--- src/rtl/maxpool_pkg.sv ---
// Shared definitions for the max-pool requantize/pack stage: widths, FIFO depth,
// FSM states and the signed 8-bit saturation bounds.
package maxpool_pkg;

    localparam int DATA_W_DEF = 32;
    localparam int OUT_W_DEF  = 8;
    localparam int PACK_DEF   = 4;
    localparam int FIFO_DEPTH = 4;

    localparam int Q_MAX = 127;
    localparam int Q_MIN = -128;

    typedef enum logic [1:0] {
        IDLE  = 2'd0,
        RUN   = 2'd1,
        FLUSH = 2'd2
    } state_e;

endpackage

--- src/rtl/maxpool_quant_pack_fifo.sv ---
// word_fifo4: synchronous show-ahead FIFO for packed activation words, with
// occupancy output so the producer can throttle upstream early.
module word_fifo4
    import maxpool_pkg::*;
#(
    parameter int WIDTH = 32
) (
    input  logic                             i_clk,
    input  logic                             i_rst_n,
    input  logic                             i_push,
    input  logic [WIDTH-1:0]                 i_din,
    input  logic                             i_pop,
    output logic [WIDTH-1:0]                 o_dout,
    output logic                             o_valid,
    output logic [$clog2(FIFO_DEPTH+1)-1:0]  o_count
);

    localparam int AW = $clog2(FIFO_DEPTH);
    localparam int CW = $clog2(FIFO_DEPTH+1);

    logic [WIDTH-1:0] mem_q [FIFO_DEPTH];
    logic [WIDTH-1:0] mem_d [FIFO_DEPTH];
    logic [AW-1:0]    wr_q, wr_d, rd_q, rd_d;
    logic [CW-1:0]    cnt_q, cnt_d;
    logic             do_push, do_pop;

    // A push into a full FIFO is only taken when the head leaves on the same edge.
    assign do_pop  = i_pop && (cnt_q != '0);
    assign do_push = i_push && ((cnt_q != CW'(FIFO_DEPTH)) || do_pop);

    always_comb begin
        mem_d = mem_q;
        wr_d  = wr_q;
        rd_d  = rd_q;
        cnt_d = cnt_q;
        if (do_push) begin
            mem_d[wr_q] = i_din;
            wr_d        = wr_q + AW'(1);
        end
        if (do_pop) begin
            rd_d = rd_q + AW'(1);
        end
        case ({do_push, do_pop})
            2'b10:   cnt_d = cnt_q + CW'(1);
            2'b01:   cnt_d = cnt_q - CW'(1);
            default: cnt_d = cnt_q;
        endcase
    end

    always_ff @(posedge i_clk or negedge i_rst_n) begin
        if (!i_rst_n) begin
            for (int i = 0; i < FIFO_DEPTH; i++) begin
                mem_q[i] <= '0;
            end
            wr_q  <= '0;
            rd_q  <= '0;
            cnt_q <= '0;
        end else begin
            mem_q <= mem_d;
            wr_q  <= wr_d;
            rd_q  <= rd_d;
            cnt_q <= cnt_d;
        end
    end

    assign o_dout  = mem_q[rd_q];
    assign o_valid = (cnt_q != '0);
    assign o_count = cnt_q;

endmodule

--- src/rtl/maxpool_quant_pack.sv ---
// Pooling-window sequencer, requantizer (shift/round/saturate) and word packer
// feeding a 4-deep output FIFO. Define POOL_RELU_EN to clamp negatives to zero.
module maxpool_quant_pack
    import maxpool_pkg::*;
#(
    parameter int DATA_W = DATA_W_DEF,
    parameter int OUT_W  = OUT_W_DEF,
    parameter int PACK   = PACK_DEF
) (
    input  logic                      i_clk,
    input  logic                      i_rst_n,
    input  logic                      i_start,
    input  logic                      i_maxpool,
    input  logic [4:0]                i_win_size,
    input  logic [4:0]                i_shift,
    input  logic                      i_res_valid,
    output logic                      o_in_ready,
    output logic                      o_max_rst,
    output logic                      o_maxpool,
    input  logic signed [DATA_W-1:0]  i_max,
    input  logic                      i_flush,
    output logic [PACK*OUT_W-1:0]     o_word,
    output logic                      o_word_valid,
    input  logic                      i_word_ready,
    output logic                      o_done
);

    localparam int WW  = PACK * OUT_W;
    localparam int PCW = $clog2(PACK);
    localparam int OCW = $clog2(FIFO_DEPTH+1);

    state_e           state_q, state_d;
    logic             maxpool_q, maxpool_d;
    logic [4:0]       win_q, win_d;
    logic [4:0]       shift_q, shift_d;
    logic [4:0]       cnt_q, cnt_d;
    logic             sample_q, sample_d;
    logic [WW-1:0]    pack_q, pack_d;
    logic [PCW-1:0]   pcnt_q, pcnt_d;
    logic             done_q, done_d;

    logic             accept, win_last, push, pop, fifo_room;
    logic [WW-1:0]    push_word, merged;
    logic [OUT_W-1:0] q_byte;
    logic [OCW-1:0]   occ;

    function automatic logic [OUT_W-1:0] saturate(input logic signed [DATA_W:0] t);
        logic signed [DATA_W:0] v;
        logic [OUT_W-1:0]       r;
        v = t;
`ifdef POOL_RELU_EN
        if (v < 0) v = '0;
`endif
        if (v > (DATA_W+1)'(Q_MAX))      r = OUT_W'(Q_MAX);
        else if (v < (DATA_W+1)'(Q_MIN)) r = OUT_W'(Q_MIN);
        else                             r = v[OUT_W-1:0];
        return r;
    endfunction

    // Round-half-up arithmetic shift in one extra bit so the rounding add cannot overflow.
    function automatic logic [OUT_W-1:0] requant(input logic signed [DATA_W-1:0] x,
                                                 input logic [4:0] s);
        logic signed [DATA_W:0] ext, rnd, sum, t;
        ext = (DATA_W+1)'(x);
        rnd = '0;
        sum = ext;
        if (s == 5'd0) begin
            t = ext;
        end else begin
            rnd = (DATA_W+1)'(1) <<< (s - 5'd1);
            sum = ext + rnd;
            t   = sum >>> s;
        end
        return saturate(t);
    endfunction

    assign o_in_ready = (state_q == RUN) && (occ <= OCW'(FIFO_DEPTH-2));
    assign accept     = i_res_valid && o_in_ready;
    assign win_last   = (cnt_q == win_q - 5'd1);
    assign o_max_rst  = accept && (!maxpool_q || (cnt_q == 5'd0));
    assign pop        = o_word_valid && i_word_ready;
    assign fifo_room  = (occ != OCW'(FIFO_DEPTH)) || pop;
    assign q_byte     = requant(i_max, shift_q);

    always_comb begin
        merged = pack_q;
        merged[pcnt_q*OUT_W +: OUT_W] = q_byte;
    end

    always_comb begin
        state_d   = state_q;
        maxpool_d = maxpool_q;
        win_d     = win_q;
        shift_d   = shift_q;
        cnt_d     = cnt_q;
        sample_d  = 1'b0;
        pack_d    = pack_q;
        pcnt_d    = pcnt_q;
        done_d    = 1'b0;
        push      = 1'b0;
        push_word = merged;

        unique case (state_q)
            IDLE: begin
            end
            RUN: begin
                if (sample_q) begin
                    if (pcnt_q == PCW'(PACK-1)) begin
                        push   = 1'b1;
                        pack_d = '0;
                        pcnt_d = '0;
                    end else begin
                        pack_d = merged;
                        pcnt_d = pcnt_q + PCW'(1);
                    end
                end
                if (accept) begin
                    if (!maxpool_q || win_last) begin
                        cnt_d    = '0;
                        sample_d = 1'b1;
                    end else begin
                        cnt_d = cnt_q + 5'd1;
                    end
                end
                if (i_flush) state_d = FLUSH;
            end
            FLUSH: begin
                // A late sample is merged and pushed padded in the same cycle.
                if (sample_q) begin
                    push    = 1'b1;
                    pack_d  = '0;
                    pcnt_d  = '0;
                    done_d  = 1'b1;
                    state_d = IDLE;
                end else if (pcnt_q == '0) begin
                    done_d  = 1'b1;
                    state_d = IDLE;
                end else if (fifo_room) begin
                    push      = 1'b1;
                    push_word = pack_q;
                    pack_d    = '0;
                    pcnt_d    = '0;
                    done_d    = 1'b1;
                    state_d   = IDLE;
                end
            end
            default: state_d = IDLE;
        endcase

        if (i_start) begin
            maxpool_d = i_maxpool;
            win_d     = (i_win_size == 5'd0) ? 5'd1 : i_win_size;
            shift_d   = i_shift;
            cnt_d     = '0;
            sample_d  = 1'b0;
            pack_d    = '0;
            pcnt_d    = '0;
            done_d    = 1'b0;
            push      = 1'b0;
            state_d   = RUN;
        end
    end

    always_ff @(posedge i_clk or negedge i_rst_n) begin
        if (!i_rst_n) begin
            state_q   <= IDLE;
            maxpool_q <= 1'b0;
            win_q     <= 5'd1;
            shift_q   <= '0;
            cnt_q     <= '0;
            sample_q  <= 1'b0;
            pack_q    <= '0;
            pcnt_q    <= '0;
            done_q    <= 1'b0;
        end else begin
            state_q   <= state_d;
            maxpool_q <= maxpool_d;
            win_q     <= win_d;
            shift_q   <= shift_d;
            cnt_q     <= cnt_d;
            sample_q  <= sample_d;
            pack_q    <= pack_d;
            pcnt_q    <= pcnt_d;
            done_q    <= done_d;
        end
    end

    assign o_maxpool = maxpool_q;
    assign o_done    = done_q;

    word_fifo4 #(
        .WIDTH (WW)
    ) u_fifo (
        .i_clk   (i_clk),
        .i_rst_n (i_rst_n),
        .i_push  (push),
        .i_din   (push_word),
        .i_pop   (pop),
        .o_dout  (o_word),
        .o_valid (o_word_valid),
        .o_count (occ)
    );

endmodule

--- config.mk ---
export PLATFORM = sky130hd
export DESIGN_NAME = maxpool_quant_pack
export DESIGN_NICKNAME = d
export VERILOG_FILES = /design/src/rtl/maxpool_pkg.sv /design/src/rtl/maxpool_quant_pack_fifo.sv /design/src/rtl/maxpool_quant_pack.sv
export SDC_FILE = /design/constraint.sdc
export NUM_CORES = 1
export LEC_CHECK = 0
export BUFFER_PORTS_ARGS = -buffer_cell sky130_fd_sc_hd__buf_2
export CORE_MARGIN = 8
export CORE_UTILIZATION = 55
export CTS_BUF_LIST = sky130_fd_sc_hd__clkbuf_16
export DETAILED_ROUTE_END_ITERATION = 16
export GPL_TIMING_DRIVEN = 1
export PLACE_DENSITY = 0.84
export SLEW_MARGIN = 0
export SYNTH_ARGS = -nofsm -noshare
export SYNTH_HDL_FRONTEND = slang
export SYNTH_SLANG_ARGS = --single-unit
--- constraint.sdc ---
create_clock -name i_clk -period 7.18 [get_ports i_clk]
set_clock_uncertainty 0.05 [all_clocks]
set_input_delay 1.077 -clock i_clk [delete_from_list [all_inputs] [get_ports i_clk]]
set_output_delay 1.077 -clock i_clk [all_outputs]
set_load 0.03 [all_outputs]
### After elaboration in Yosys (flattened, before gate mapping)

Index checks and enable logic that the tools add are counted.

* bits in registers: 189
* input bits: 49
* logic and storage cells: 130

* add/subtract/negate cells: 10
* order comparisons: 6
* equality and inequality tests: 13
* shift operators: 4
* mux-type cells: 54
* bitwise gates (word level): 2
* reductions and logical operators: 25

Operator list (count)
* $mux 32: 13
* $bwmux 128: 1
* $bmux 32 s2: 1
* $demux 32 s2: 1
* $pmux 32 s2: 1
* $neg 5->34: 1
* $shift 8x34->32 const A: 1
* $shiftx 8x34->32: 1
* $add 32x33->33: 1
* $gt 33x8->1 const B: 1
* $lt 33x8->1 const B: 1
* $mux 33: 1
* $sshl 2x5->33 const A: 1
* $sshr 33x5->33: 1
* $bwmux 32: 1
* $mux 5: 5
* $mux 2: 10
* $mux 8: 2
* $logic_not 5->1: 3
* $mux 1: 14
* $sub 5x1->5 const B: 2
* $ne 3x3->1 const B: 3
* $ne 4x4->1 const B: 2
* $logic_and 1x1->1: 7
* 25 further kinds: 39

### Logic depth before layout (Yosys ltp)

Gate-level depths: netlist of run 1.

* depth after elaboration: 15
* gate-level depth with buffers: 28
* mapped depth without buffers: 23

### By module

Synthesis of run 1 repeated with hierarchy kept, for this count alone.

* cell total of the unflattened synthesis: 1625
* area, all modules: 14905.5 um^2

By module, submodules not included
* maxpool_quant_pack: times used 1, cells an instance 1277, area each 8937.3 um^2, sequential area each 1352.5 um^2
* word_fifo4: times used 1, cells an instance 348, area each 5968.2 um^2, sequential area each 3378.2 um^2

### Least setup slack after synthesis of run 1

No wires, ideal clock.

* path kind: flip-flop to flip-flop
* from: register shift_q[2]
* to: register u_fifo.mem_q[61] in the netlist's numbering
* arrival: 5.747 ns
* setup slack: 1.241 ns
* stages on the path, launching flop included: 25
* path buffers: 7
* period minus slack after synthesis: 5.939 ns
* cell sequence: dfrtp_1 > clkbuf_1 > clkbuf_1 > clkbuf_1 > buf_1 > buf_1 > nand3_1 > nor2_1 > ha_1 > a21oi_1 > o21ai_0 > or2_2 > or3_1 > o32ai_2 > nor2_2 > a32o_1 > or3_1 > a221oi_1 > nand4_1 > nor4b_2 > a21oi_1 > buf_2 > nor2_1 > buf_2 > o221ai_1

* word-level cells in the longest chain between the ends: 15
* elaborated cells on any way between the ends: 17

Ends and longest elaborated chain
* from (decl): RTL line maxpool_quant_pack.sv:35 `logic [4:0] shift_q, shift_d;`
* from (signal assigned): RTL line maxpool_quant_pack.sv:179 `shift_q <= shift_d;`
* $sub 5x1->5: RTL line maxpool_quant_pack.sv:70 `rnd = (DATA_W+1)'(1) <<< (s - 5'd1);`
* $sshl 2x5->33: RTL line maxpool_quant_pack.sv:70
* $add 32x33->33: RTL line maxpool_quant_pack.sv:71 `sum = ext + rnd;`
* $sshr 33x5->33: RTL line maxpool_quant_pack.sv:72 `t = sum >>> s;`
* $mux 33 *: RTL line maxpool_quant_pack.sv:67 `if (s == 5'd0) begin`
* $lt 33x8->1: RTL line maxpool_quant_pack.sv:55 `else if (v < (DATA_W+1)'(Q_MIN)) r = OUT_W'(Q_MIN);`
* $mux 8: RTL line maxpool_quant_pack.sv:55
* $mux 8 *: RTL line maxpool_quant_pack.sv:54 `if (v > (DATA_W+1)'(Q_MAX)) r = OUT_W'(Q_MAX);`
* $shiftx 8x34->32 *: RTL line maxpool_quant_pack.sv:87 `merged[pcnt_q*OUT_W +: OUT_W] = q_byte;`
* $bwmux 32 *: RTL line maxpool_quant_pack.sv:87
* $mux 32: RTL line maxpool_quant_pack.sv:138 `end else if (fifo_room) begin`
* $mux 32: RTL line maxpool_quant_pack.sv:135 `end else if (pcnt_q == '0) begin`
* $mux 32: RTL line maxpool_quant_pack.sv:129 `if (sample_q) begin`
* $mux 32 *: RTL line maxpool_quant_pack.sv:103 `unique case (state_q)`
* $bwmux 128 *: RTL line maxpool_quant_pack_fifo.sv:37 `mem_d[wr_q] = i_din;`
* to (signal assigned): RTL line maxpool_quant_pack_fifo.sv:59 `mem_q <= mem_d;`
* to (decl): RTL line maxpool_quant_pack_fifo.sv:21 `logic [WIDTH-1:0] mem_q [FIFO_DEPTH];`

Mark *: on every way between the ends. The rest lies on a longest branch, timed or not.
A chain may end at the register's enable or synchronous reset.

### Worst setup path in the final report of run 1

* from: register shift_q[4]
* to: register u_fifo.mem_q[92] in the netlist's numbering

The elaborated chain is that of the path after synthesis.

==> results of run 1 <==
-- flip-flops by register name, summed over array words and instances, names as in the netlist, 3 cells and up --
name            flops
shift_q             5
u_fifo.mem_q      128
pack_q             32
u_fifo.o_count      3
cnt_q               5
win_q               5
-- critical path, cell delays in order (launching register included) --
cell and delay, ps:
dfrtp_1 570, buf_4 290, xnor2_1 390, nor3_1 120, ha_1 520, a21oi_1 190, o21ai_0 590, a22oi_1 190
a21boi_0 450, nor2_1 140, xnor2_1 510, a2111oi_0 330, a211o_1 280, or3_1 410, nor4_1 300, nand4_1 230
o41ai_4 400, buf_6 280, nand4_2 290, o221ai_1 310
-- stage by stage --
stage	area, um2	util, %	worst slack [ps]	total power [W]
6_report	16900	61.4	186	0.00363
5_1_grt	16900	61.4	-3.22	0.00378
4_1_cts	16800	61.1	260	0.00359
3_5_place_dp	16100	58.8	412	0.00256
3_3_place_gp	16100	58.8	359	0.00255
2_1_floorplan	15200	-	1240	0.00210
-- cells by family after synthesis --
kind of cell / count (synthesis) / share of synthesized area (%)
adders and majority gates: 51 / 4.30
muxes: 72 / 7.90
DFF: 189 / 31.1
and+or+nand+nor: 670 / 20.9
xor gates and xnor gates: 32 / 1.85
AOI/OAI and AO/OA: 662 / 29.2
buffers and inverters: 172 / 4.71
-- final cells by class --
type | instances | area, um2 | share of cell area (%)
clock buffers | 17 | 425 | 2.52
repair buffers | 170 | 1080 | 6.38
flip-flops and latches | 189 | 4730 | 28.1
multi-input cells | 1487 | 9830 | 58.3
well taps | 346 | 433 | 2.57
inverters | 39 | 146 | 0.868
clock inverters | 15 | 221 | 1.31
-- final timing paths --
path	start	slack [ps]	endpoint
min in group asynchronous	i_rst_n	730	u_fifo.mem_q[97]
hold / removal	u_fifo.rd_q[1]	420	u_fifo.rd_q[1]
hold reg to reg	u_fifo.rd_q[1]	420	u_fifo.rd_q[1]
setup reg to reg	shift_q[4]	190	u_fifo.mem_q[92]
max in group asynchronous	i_rst_n	4830	u_fifo.rd_q[0]
setup / recovery	shift_q[4]	190	u_fifo.mem_q[92]
-- report_power, final --
part	switching, W	internal (W)
Combinational	0.000924	0.000469
Clock	0.000465	0.000567
Sequential	0.0000661	0.00114
Total	0.00146	0.00218
-- routing by layer --
metal  up-vias  GRT usage (%)  part of all wire, %
met5         -              0                    0
met4         0           16.7                  5.4
met3       218           8.13                   11
met2      1196           54.1                   44
met1      7830           47.2                   40
li1       7122              -                    -
-- cells in the final DEF, fill, tap and decap left out, types with 9 or more instances in the layout --
cell	instances
nor4_1	13
xnor2_1	22
nand2b_1	10
buf_4	84
clkbuf_16	17
a211oi_1	20
mux2i_1	22
o22ai_1	10
a21oi_1	103
and4_1	9
ha_1	49
o211ai_1	30
nand3_2	12
mux4_2	37
xor2_1	10
nor3_1	39
inv_1	38
o31ai_1	9
a221o_1	31
o21ai_0	180
dfrtp_1	187
and2_1	20
a21o_1	17
buf_2	84
or3_1	12
and3_1	18
nand4_1	34
o221ai_1	49
nand3_1	38
o21a_1	16
o21ai_1	50
nand2_1	278
mux2_2	13
nor2_1	142
a22oi_1	11
a31oi_1	19
-- what timing repair did --
item	4_1_cts	5_1_grt
setup endpoints to repair	0	116
hold endpoints to repair	0	0
resized for setup	0	14
==> flow_metrics.env, run 1 <==
export IMPL_ys_ff_latch=189
export IMPL_peakVddDrop_uv=160
export IMPL_synth_most_common_cell="nand2_1"
export IMPL_finalSetupViolations=0
export IMPL_synth_edf_count=0
export IMPL_powerDensity_mw_per_mm2=215
export IMPL_end_kind="flop"
export IMPL_final_antenna_net_count=0
export IMPL_final_layout_size_suffix_gt1_share_pct=15.9
export IMPL_insertion_delay_ps=440
export IMPL_max_slew_margin_pct=12.6
export IMPL_hold_depth=1
export IMPL_cts_hold_buffers=0
export IMPL_io_pins=86
export IMPL_synthTopCellsByCount="279 x nand2_1, 188 x dfrtp_1, 180 x o21ai_0"
export IMPL_yosysSeqAreaShare_pct=31.1
export IMPL_die_h_um=182
export IMPL_outcome="completed"
export IMPL_grt_pass1_vias=15682
export IMPL_nNetsFinal=2004
export IMPL_clk_pin_slew_ps=70
export IMPL_die_w_um=182
export IMPL_reg2reg_depth=19
export IMPL_num_vias=16366
export IMPL_cts_setup_buffers=0
export IMPL_yosysTopAreaCell="dfrtp_1"
export IMPL_synthesis_area_mm2=0.0152
export IMPL_tightest_slew_ps=1310
export IMPL_yosys_most_used_dff="dfrtp_1"
export IMPL_dp_cells=2231
export IMPL_total_leakage_power_nw=7.12
export IMPL_port_buffers=85
export IMPL_yosysWarnings=0
export IMPL_dr_pass1_iters=8
export IMPL_whs_ps=425
export IMPL_grt_max_degree=125
export IMPL_cts_htree_levels=4
export IMPL_criticalPathCategory="reg -> reg"
export IMPL_fin_cells=2263
export IMPL_antenna_found_initial=0
export IMPL_syn2layout_area_growth_pct=11.0
export IMPL_post_drt_wl_per_cell_um=26.3
export IMPL_diodes=0
export IMPL_hold_path_class="reg -> reg"
export IMPL_gp_congestion=1.06
export IMPL_cts_buffers=17
export IMPL_core_area_mm2=0.0275
export IMPL_hold_viol_final=0
export IMPL_fin_crit_sh_pct=97.4
export IMPL_async_reset_ff_share_pct=100
export IMPL_drt_drc_violations_left=0
export IMPL_required_ps=7450
export IMPL_detailed_place_hpwl_mm=44.1
export IMPL_num_rows=61
export IMPL_ys_types=94
export IMPL_track_usage_pct=35.5
export IMPL_cp_data_arrival_time_ps=7260
export IMPL_synthTopCellsByArea="dfrtp_1 31%, nand2_1 6.9%, o21ai_0 5.9%"
export IMPL_synth_top_area_share_pct=31.0
export IMPL_n_fill_cell=2452
export IMPL_fmax_mhz=143
export IMPL_vias_per_cell=7.23
export IMPL_syn_nets=1948
export IMPL_drt_iter0_drc=2536
export IMPL_grt_pass1_wl_mm=92.4
export IMPL_finalCriticalPeriod_ps=6990
export IMPL_cts_root_buffer="clkbuf_16"
export IMPL_setup_tns_ps=0
export IMPL_cts_tree="built"
export IMPL_die_area_mm2=0.0332
export IMPL_slew_violations=0
export IMPL_start_kind="flop"
export IMPL_finalWirelength_mm=59.6
export IMPL_numClockSinks=189
export IMPL_start_util_pct=55.3
export IMPL_synth_cells=1848
export IMPL_grt_ovfl_total=0
export IMPL_avgSynthCellArea_um2=8.22
export IMPL_clock_path_buffers=2
export IMPL_cp_max_fo=20
export IMPL_drv_cap=0
(Power assumes the default switching activity.)
==> run 2: changes to the inputs <==
--- a/config.mk
+++ b/config.mk
@@ -6,9 +6,11 @@
 export NUM_CORES = 1
 export LEC_CHECK = 0
 export BUFFER_PORTS_ARGS = -buffer_cell sky130_fd_sc_hd__buf_2
+export CORE_ASPECT_RATIO = 1.2
 export CORE_MARGIN = 8
 export CORE_UTILIZATION = 55
 export CTS_BUF_LIST = sky130_fd_sc_hd__clkbuf_16
+export CTS_CLUSTER_DIAMETER = 200
 export DETAILED_ROUTE_END_ITERATION = 16
 export GPL_TIMING_DRIVEN = 1
 export PLACE_DENSITY = 0.84
==> run 2 against run 1 <==
Against the previous run:
- register-to-register slack improved by 50 ps
- global-route usage about the same
- wire length decreased by 0.79%
- clock power decreased by 16%
- setup slack improved by 46 ps
- non-clock buffer count decreased by 6
- final cell count decreased by 0.53%
- cell area decreased by 1.0%
- sequential power about the same
- critical path depth increased by 3
- first-iteration DRC count decreased by 15%
- largest cell class unchanged
==> flow_metrics.env, run 2 (same netlist as run 1, synthesis figures left out) <==
export IMPL_hold_viol_final=0
export IMPL_max_flop_register="u_fifo.mem_q"
export IMPL_max_slew_margin_pct=13.0
export IMPL_finalCriticalPeriod_ps=6950
export IMPL_antenna_found_initial=2
export IMPL_slew_violations=0
export IMPL_grt_pass1_wl_mm=91.8
export IMPL_finalWirelength_mm=59.1
export IMPL_drt_iter0_drc=2145
export IMPL_cp_max_fo=20
export IMPL_tightest_slew_ps=1300
export IMPL_start_kind="flop"
export IMPL_gp_congestion=1.07
export IMPL_drt_drc_violations_left=0
export IMPL_required_ps=7440
export IMPL_post_drt_wl_per_cell_um=26.3
export IMPL_grt_max_degree=105
export IMPL_reg_largest_list="u_fifo.mem_q (128), pack_q (32)"
export IMPL_mostFrequentLayoutCell="nand2_1"
export IMPL_cts_hold_buffers=0
export IMPL_hold_path_class="reg -> reg"
export IMPL_end_kind="flop"
export IMPL_syn2layout_area_growth_pct=9.89
export IMPL_clk_pin_slew_ps=70
export IMPL_cts_tree="built"
export IMPL_vias_per_cell=7.20
export IMPL_layout_common_cells="278 x nand2_1, 186 x dfrtp_1, 180 x o21ai_0"
export IMPL_numClockSinks=189
export IMPL_criticalPathCategory="reg -> reg"
export IMPL_n_fill_cell=2377
export IMPL_core_area_mm2=0.0272
export IMPL_design_area_mm2=0.0167
export IMPL_nNetsFinal=1998
export IMPL_peakVddDrop_uv=186
export IMPL_grt_setup_unrepaired="no"
export IMPL_clock_path_buffers=2
export IMPL_dpl_cell_area_mm2=0.0161
export IMPL_setup_tns_ps=0
export IMPL_total_leakage_power_nw=7.04
export IMPL_detailed_place_hpwl_mm=43.8
export IMPL_finalSetupViolations=0
export IMPL_final_antenna_net_count=0
export IMPL_num_vias=16199
export IMPL_grt_ovfl_total=0
export IMPL_hold_depth=2
export IMPL_grt_pass1_vias=15747
export IMPL_powerDensity_mw_per_mm2=206
export IMPL_cts_root_buffer="clkbuf_16"
export IMPL_outcome="completed"
export IMPL_die_w_um=168
export IMPL_final_layout_size_suffix_gt1_share_pct=15.4
export IMPL_drv_cap=0
export IMPL_cp_data_arrival_time_ps=7210
export IMPL_die_h_um=198
export IMPL_dr_pass1_iters=7
export IMPL_fin_crit_sh_pct=96.8
export IMPL_die_area_mm2=0.0332
export IMPL_fmax_mhz=144
export IMPL_cts_htree_levels=4
export IMPL_start_util_pct=55.9
export IMPL_largest_reg_flops=128
export IMPL_dp_cells=2218
export IMPL_cts_buffers=17
export IMPL_port_buffers=85
export IMPL_num_rows=66
export IMPL_io_pins=86
export IMPL_fin_cells=2251
export IMPL_insertion_delay_ps=440
export IMPL_track_usage_pct=35.5
export IMPL_reg2reg_depth=22
run 2: changes by cell type in the layout (fill, tap and decap cells not counted), sizes merged:
cell,change
buf,-6
bufinv,-3
diode,+1
inv,+2
run 2: power by group:
group | switching [W] | total, W | leakage, nW | internal (W)
clock | 0.000421 | 0.000863 | 0.267 | 0.000442
sequential | 0.0000545 | 0.00119 | 2.58 | 0.00114
combinational | 0.000927 | 0.00139 | 4.19 | 0.000460
total | 0.00140 | 0.00344 | 7.04 | 0.00204
run 2: critical path, cell delays in order, from the launching register on:
cell,delay (ps)
dfrtp_1,380
buf_4,160
nor3_1,440
nand2_1,200
nor2_1,310
ha_1,270
inv_1,70
fa_1,390
nand2b_1,200
a21oi_2,300
o2111a_1,440
o31ai_1,160
a211o_1,490
a22oi_1,230
o311ai_1,180
o21a_1,320
a221o_1,360
nor4_1,330
nand4_1,210
o41ai_4,450
buf_12,220
nand3_1,280
o221ai_1,360
run 2: metrics by stage:
step	total power (W)	hold slack, ps	worst slack [ps]	utilization [%]
floorplan	0.00210	395	1240	-
detailed placement	0.00255	417	410	59.3
global placement	0.00253	407	472	59.3
finish	0.00344	429	233	61.4
CTS	0.00340	432	297	61.2
global route	0.00359	440	6.87	61.4
run 2: final timing paths:
kind / from / slack [ps] / endpoint
max: shift_q[3] / 230 / u_fifo.mem_q[13]
min: u_fifo.mem_q[39] / 430 / u_fifo.mem_q[39]
max reg2reg: shift_q[3] / 230 / u_fifo.mem_q[13]
min reg2reg: u_fifo.mem_q[39] / 430 / u_fifo.mem_q[39]
max in group asynchronous: i_rst_n / 4660 / u_fifo.rd_q[0]
min in group asynchronous: i_rst_n / 650 / u_fifo.mem_q[82]
run 2: area by class of cell:
| type | count | area, um2 | area share (%) |
|---|---|---|---|
| multi-input combinational | 1487 | 9820 | 58.8 |
| sequential | 189 | 4730 | 28.4 |
| timing repair buffer | 164 | 1040 | 6.23 |
| clock buffer | 17 | 425 | 2.55 |
| tap | 340 | 425 | 2.55 |
| inverter | 39 | 146 | 0.877 |
| clock inverter | 14 | 96.3 | 0.577 |
| antenna | 1 | 2.50 | 0.0150 |
run 2: repair_timing:
item,4_1_cts,5_1_grt
setup buffers,0,1
setup endpoints to repair,0,140
resized for setup,0,12
run 2: routing by layer:
metal | vias to the layer above | global-route usage (%) | share of wire, %
li1 | 7110 | - | -
met1 | 7791 | 40.6 | 36
met2 | 1016 | 59.6 | 48
met3 | 280 | 7.57 | 9.0
met4 | 2 | 23.6 | 7.5
met5 | - | 0 | 0.025
